===== src/rtl/cal_pkg.sv =====
// rtl/cal_pkg.sv - shared constants, state encoding and address layout for the calibration loader
package cal_pkg;

  localparam int unsigned N_CHANNELS = 8;
  localparam int unsigned CAL_WORDS  = 2 * N_CHANNELS;

  localparam logic [7:0] SYNC_BYTE = 8'hCA;

  // Coefficient word address is {channel, sel}: even words hold shift, odd words hold multiply.
  localparam logic ADDR_SHIFT_SEL = 1'b0;
  localparam logic ADDR_MULT_SEL  = 1'b1;

  typedef enum logic [2:0] {
    IDLE    = 3'd0,
    PAYLOAD = 3'd1,
    CHECK   = 3'd2,
    ARM     = 3'd3,
    COMMIT  = 3'd4
  } cal_ld_state_t;

endpackage


===== src/rtl/cal_loader.sv =====
// rtl/cal_loader.sv - framed byte stream to calibration RAM loader, sample-aligned commit (optional CAL_LOADER_TIMEOUT_EN)
module cal_loader
  import cal_pkg::*;
#(
  parameter int unsigned W              = 16,
  parameter int unsigned N_CHANNELS     = cal_pkg::N_CHANNELS,
  parameter logic [7:0]  SYNC_BYTE      = cal_pkg::SYNC_BYTE,
  parameter int unsigned TIMEOUT_CYCLES = 65535
) (
  input  logic                              clk,
  input  logic                              rst_n,
  input  logic                              sample_clk,
  input  logic [7:0]                        in_data,
  input  logic                              in_valid,
  output logic                              in_ready,
  output logic                              cal_we,
  output logic [$clog2(2*N_CHANNELS)-1:0]   cal_waddr,
  output logic [W-1:0]                      cal_wdata,
  output logic                              done,
  output logic                              err
);

  localparam int unsigned WORDS = 2 * N_CHANNELS;
  localparam int unsigned AW    = $clog2(WORDS);
  localparam int unsigned IW    = AW + 1;
  localparam int unsigned BPW   = W / 8;
  localparam int unsigned BW    = (BPW > 1) ? $clog2(BPW) : 1;

  cal_ld_state_t r_state, w_state_nxt;

  logic          r_sclk_l;
  logic [IW-1:0] r_word, w_word_nxt;
  logic [BW-1:0] r_bsel, w_bsel_nxt;
  logic [7:0]    r_sum, w_sum_nxt, w_sum_add;
  logic          r_in_ready, w_in_ready_nxt;
  logic          r_we, w_we_nxt;
  logic [AW-1:0] r_waddr, w_waddr_nxt;
  logic [W-1:0]  r_wdata, w_wdata_nxt;
  logic          r_done, w_done_nxt;
  logic          r_err, w_err_nxt;
  logic          w_store;
  logic          w_accept;
  logic          w_rise;
  logic          w_to_fire;

  logic [W-1:0]  r_shadow [WORDS];

  assign w_accept  = in_valid && r_in_ready;
  assign w_rise    = sample_clk && !r_sclk_l;
  assign w_sum_add = r_sum + in_data;

`ifdef CAL_LOADER_TIMEOUT_EN
  localparam int unsigned TW = $clog2(TIMEOUT_CYCLES + 1);

  logic [TW-1:0] r_to_cnt, w_to_nxt;

  // Count idle cycles while a frame is open; fire when the gap reaches the limit.
  always_comb begin
    w_to_nxt  = '0;
    w_to_fire = 1'b0;
    if ((r_state == PAYLOAD || r_state == CHECK) && !w_accept) begin
      if (r_to_cnt == TW'(TIMEOUT_CYCLES - 1)) begin
        w_to_fire = 1'b1;
      end else begin
        w_to_nxt = r_to_cnt + 1'b1;
      end
    end
  end

  // Inter-byte gap counter register.
  always_ff @(posedge clk or negedge rst_n) begin
    if (!rst_n) begin
      r_to_cnt <= '0;
    end else begin
      r_to_cnt <= w_to_nxt;
    end
  end
`else
  assign w_to_fire = 1'b0;
`endif

  // Next-state and next-output decode; every registered output is computed here.
  always_comb begin
    w_state_nxt = r_state;
    w_word_nxt  = r_word;
    w_bsel_nxt  = r_bsel;
    w_sum_nxt   = r_sum;
    w_we_nxt    = 1'b0;
    w_waddr_nxt = r_waddr;
    w_wdata_nxt = r_wdata;
    w_done_nxt  = 1'b0;
    w_err_nxt   = 1'b0;
    w_store     = 1'b0;

    unique case (r_state)
      IDLE: begin
        if (w_accept && in_data == SYNC_BYTE) begin
          w_state_nxt = PAYLOAD;
          w_word_nxt  = '0;
          w_bsel_nxt  = '0;
          w_sum_nxt   = '0;
        end
      end

      PAYLOAD: begin
        if (w_accept) begin
          w_store   = 1'b1;
          w_sum_nxt = w_sum_add;
          if (r_bsel == BW'(BPW - 1)) begin
            w_bsel_nxt = '0;
            w_word_nxt = r_word + 1'b1;
            if (r_word == IW'(WORDS - 1)) begin
              w_state_nxt = CHECK;
            end
          end else begin
            w_bsel_nxt = r_bsel + 1'b1;
          end
        end
      end

      CHECK: begin
        if (w_accept) begin
          if (w_sum_add == 8'd0) begin
            w_state_nxt = ARM;
          end else begin
            w_err_nxt   = 1'b1;
            w_state_nxt = IDLE;
          end
        end
      end

      // The first write is issued from the edge cycle so it lands one cycle later.
      ARM: begin
        if (w_rise) begin
          w_state_nxt = COMMIT;
          w_we_nxt    = 1'b1;
          w_waddr_nxt = '0;
          w_wdata_nxt = r_shadow[0];
          w_word_nxt  = IW'(1);
        end
      end

      COMMIT: begin
        if (r_word == IW'(WORDS)) begin
          w_done_nxt  = 1'b1;
          w_state_nxt = IDLE;
        end else begin
          w_we_nxt    = 1'b1;
          w_waddr_nxt = r_word[AW-1:0];
          w_wdata_nxt = r_shadow[r_word[AW-1:0]];
          w_word_nxt  = r_word + 1'b1;
        end
      end

      default: w_state_nxt = IDLE;
    endcase

    if (w_to_fire) begin
      w_state_nxt = IDLE;
      w_err_nxt   = 1'b1;
    end

    w_in_ready_nxt = (w_state_nxt == IDLE) || (w_state_nxt == PAYLOAD) || (w_state_nxt == CHECK);
  end

  // State, counters and registered outputs.
  always_ff @(posedge clk or negedge rst_n) begin
    if (!rst_n) begin
      r_state    <= IDLE;
      r_sclk_l   <= 1'b0;
      r_word     <= '0;
      r_bsel     <= '0;
      r_sum      <= '0;
      r_in_ready <= 1'b0;
      r_we       <= 1'b0;
      r_waddr    <= '0;
      r_wdata    <= '0;
      r_done     <= 1'b0;
      r_err      <= 1'b0;
    end else begin
      r_state    <= w_state_nxt;
      r_sclk_l   <= sample_clk;
      r_word     <= w_word_nxt;
      r_bsel     <= w_bsel_nxt;
      r_sum      <= w_sum_nxt;
      r_in_ready <= w_in_ready_nxt;
      r_we       <= w_we_nxt;
      r_waddr    <= w_waddr_nxt;
      r_wdata    <= w_wdata_nxt;
      r_done     <= w_done_nxt;
      r_err      <= w_err_nxt;
    end
  end

  // Shadow buffer fill, big-endian: first byte of a word goes to its top lane.
  always_ff @(posedge clk) begin
    if (w_store) begin
      r_shadow[r_word[AW-1:0]][8*(BPW-1-int'(r_bsel)) +: 8] <= in_data;
    end
  end

  assign in_ready  = r_in_ready;
  assign cal_we    = r_we;
  assign cal_waddr = r_waddr;
  assign cal_wdata = r_wdata;
  assign done      = r_done;
  assign err       = r_err;

endmodule

===== config.mk =====
export PLATFORM = sky130hd
export DESIGN_NAME = cal_loader
export DESIGN_NICKNAME = d
export VERILOG_FILES = /design/src/rtl/cal_pkg.sv /design/src/rtl/cal_loader.sv
export SDC_FILE = /design/constraint.sdc
export NUM_CORES = 1
export LEC_CHECK = 0
export BUFFER_PORTS_ARGS = -buffer_cell sky130_fd_sc_hd__clkbuf_2
export CORE_MARGIN = 8
export CORE_UTILIZATION = 35
export CTS_BUF_LIST = sky130_fd_sc_hd__clkbuf_4
export DETAILED_ROUTE_END_ITERATION = 10
export PLACE_DENSITY = 0.49
export SLEW_MARGIN = 10
export SYNTH_ARGS = -nofsm -noshare
export SYNTH_HDL_FRONTEND = slang
export SYNTH_SLANG_ARGS = --single-unit

===== constraint.sdc =====
create_clock -name clk -period 3 [get_ports clk]
set_clock_uncertainty 0.05 [all_clocks]
set_input_delay 0.6 -clock clk [delete_from_list [all_inputs] [get_ports clk]]
set_output_delay 0.6 -clock clk [all_outputs]
set_load 0.02 [all_outputs]

==> results_dict.tcl <==
set metrics [dict create \
    status "complete, no violations" \
    synth_commonest_cells "edfxtp_1, mux4_2, dfrtp_1, nand2_1, nor2_1" \
    cts.sinks 298 \
    grt_pass1_vias 6917 \
    period_share_pct 89.0 \
    clk_path_buf_depth 3 \
    drv_slew 0 \
    critPathSlowestCell "fa_1" \
    htree_num_levels 3 \
    synth-async-reset-ratio_pct 14.1 \
    synthesis.area_per_instance_um2 18.7 \
    synthesis.nets 677 \
    clock_latency_ns 0.69 \
    wl_per_cell_um 21.0 \
    ios 36 \
    cp.arrival_ns 3.19 \
    critPathMaxFanout 3 \
    cts_root_buf "clkbuf_4" \
    worstPathCellList "ha_1, inv_1, fa_1, and2b_1, o221ai_1, mux2_1, a2111oi_2, nand3_1, o211a_1" \
    maxCapViolations 0 \
    drive_above_1_share_pct 34.2 \
    ys_types 46 \
    peakVddDrop_mv 0.318 \
    hpwl_um 17800 \
    yosys.area.top_type "edfxtp_1" \
    grt_pass1_wl_um 41700 \
    grt_max_degree 50 \
    synth.area.top_cells "edfxtp_1, mux4_2, dfrtp_1, mux2i_1, ha_1" \
    instances_no_fill 1288 \
    path_clk_slew_ns 0.07 \
    die_h_um 203 \
    dr.pass1.iters 6 \
    finalHoldViolations 0 \
    nets 800 \
    critPathMaxStageDelay_ns 0.38 \
    yosysWarnings 0 \
    detail_route.iter0.violations 448 \
    synthAdderAreaFrac_pct 1.39 \
    die-area_um2 41100 \
    ys_ff_latch 298 \
    dp_cells 1146 \
    ctsHoldBuffers 2 \
    yosys.area_share.xor_xnor_pct 0.502 \
    synth_top_area_share_pct 63.0 \
    slew_headroom_pct 41.5 \
    tightestPinTransition_ns 0.874 \
    yosysSeqAreaShare_pct 71.6 \
    wl_um 27000 \
    fp.dieW_um 203 \
    p_leak_nw 4.98 \
    fin_crit_ns 2.67 \
    synth_edf_count 256 \
    max_freq_mhz 375 \
    synth-main-ff-cell "edfxtp_1" \
    ff2ff_path_depth 9 \
    start_util_pct 35.4 \
    power_density_nw_per_um2 841 \
    drc 0 \
    end_kind "flop" \
    syn_area_um2 12200 \
    crit_type "flop to flop" \
    required_ns 3.52 \
    antenna_found_initial 2 \
    syn_to_final_growth_pct 16.5 \
    setup_viol 0 \
    final_antenna_net_count 0 \
    cts_buffers 80 \
    grt_usage_pct 13.4 \
    hold_path.class "input port to flop" \
    yosysMostFrequentCell "edfxtp_1" \
    post_cts_resized 0 \
    synthMuxAreaShare_pct 16.2 \
    gp_congestion 0.848 \
    synth-simple-area-share_pct 5.47 \
    cts_setup_buffers 0 \
    min_path_cells 4 \
    num_vias 6454 \
    critPathLaunchType "flop" \
    setup_tns_ns 0 \
    synth_top_family_by_area "multiplexers" \
    synth-compound-area-share_pct 3.21 \
    cts_tree "built" \
    gr-total-overflow 0 \
    core-area_um2 34500 \
    rows 68 \
    port_buffers 35 \
    via_per_inst 5.01 \
    netlist_instances 652 \
    rsz0062_at_grt "false" \
]
## metrics by stage
step / power (mW) / instance area, um^2 / util (%) / hold slack [ns] / setup WS, ns
after floorplan: 7.44 / 12200 / - / 0.254 / 0.204
after global placement: 8.44 / 13200 / 38.2 / 0.424 / 0.0272
after detailed placement: 8.51 / 13200 / 38.2 / 0.427 / 0.00204
after CTS: 12.2 / 14200 / 41.3 / 0.192 / 0.326
after global routing: 12.7 / 14200 / 41.3 / 0.209 / 0.176
final: 12.0 / 14200 / 41.3 / 0.273 / 0.331
## worst paths after layout
path,start,slack (ns),end
setup / recovery,r_sum[0],0.33,in_ready
hold / removal,in_valid,0.27,err
setup reg to reg,r_sum[0],0.33,in_ready
hold reg to reg,cal_wdata[6],0.43,cal_wdata[6]
max in group asynchronous,rst_n,1.95,cal_wdata[6]
min in group asynchronous,rst_n,0.36,r_sum[5]
## power breakdown
| group | total [mW] | internal, mW | switching, mW |
|---|---|---|---|
| clock | 3.62 | 2.02 | 1.59 |
| combinational | 3.09 | 1.46 | 1.63 |
| sequential | 5.26 | 4.96 | 0.297 |
| total | 12.0 | 8.45 | 3.52 |
## worst max-delay path, delay by kind of cell, from the launching register on
family | cells | cell delay (ns)
AND/OR/NAND/NOR | 2 | 0.41
buffers and inverters | 1 | 0.07
flip-flops | 1 | 0.35
AO/OA/AOI/OAI | 3 | 0.77
adder cells (fa/ha/maj) | 2 | 0.56
multiplexers | 1 | 0.34
## cell usage in the layout, fill, tap and decap left out, types with 6 or more instances in the layout
cell type	netlist	routed
nor2_1	25	25
edfxtp_1	256	256
o21ai_1	23	23
nand2_1	34	34
buf_4	0	34
nor3_1	8	8
dfrtp_1	42	39
a22o_1	6	6
nor2b_1	12	12
buf_12	0	6
clkbuf_4	0	116
mux4_2	80	80
ha_1	12	12
mux2i_1	16	16
and2_1	13	13
clkinv_1	0	14
a21oi_1	8	7
and3_1	19	19
inv_1	8	8
clkbuf_2	0	35
## cells by family (layout without fill, tap and decap cells)
kind of cell,count (synthesis),after routing
DFF,298,298
and+or+nand+nor,131,131
muxes,97,97
AOI/OAI and AO/OA,62,62
buffers and inverters,44,222
adders and majority gates,13,13
xor gates and xnor gates,7,7
other,0,3
## flip-flops by register name, summed over array words and instances (netlist names)
register	flops
cal_waddr	4
err	1
in_ready	1
r_sum	8
r_state	3
cal_wdata	16
cal_we	1
done	1
r_bsel	1
r_shadow	256
r_sclk_l	1
r_word	5
## layer usage
layer | global-route usage, % | up-vias | share of wire (%)
li1 | - | 2924 | -
met1 | 19.1 | 3332 | 49
met2 | 19.5 | 156 | 45
met3 | 3.30 | 42 | 4.6
met4 | 4.97 | 0 | 1.7
met5 | 0 | - | 0
## cell type report
class | count | area (um^2)
fill | 3100 | 20200
sequential | 298 | 8740
multi-input combinational | 310 | 3280
clock buffer | 116 | 871
timing repair buffer | 77 | 571
tap | 455 | 569
clock inverter | 21 | 161
inverter | 8 | 30.0
antenna | 3 | 7.51
(Power assumes the default switching activity.)
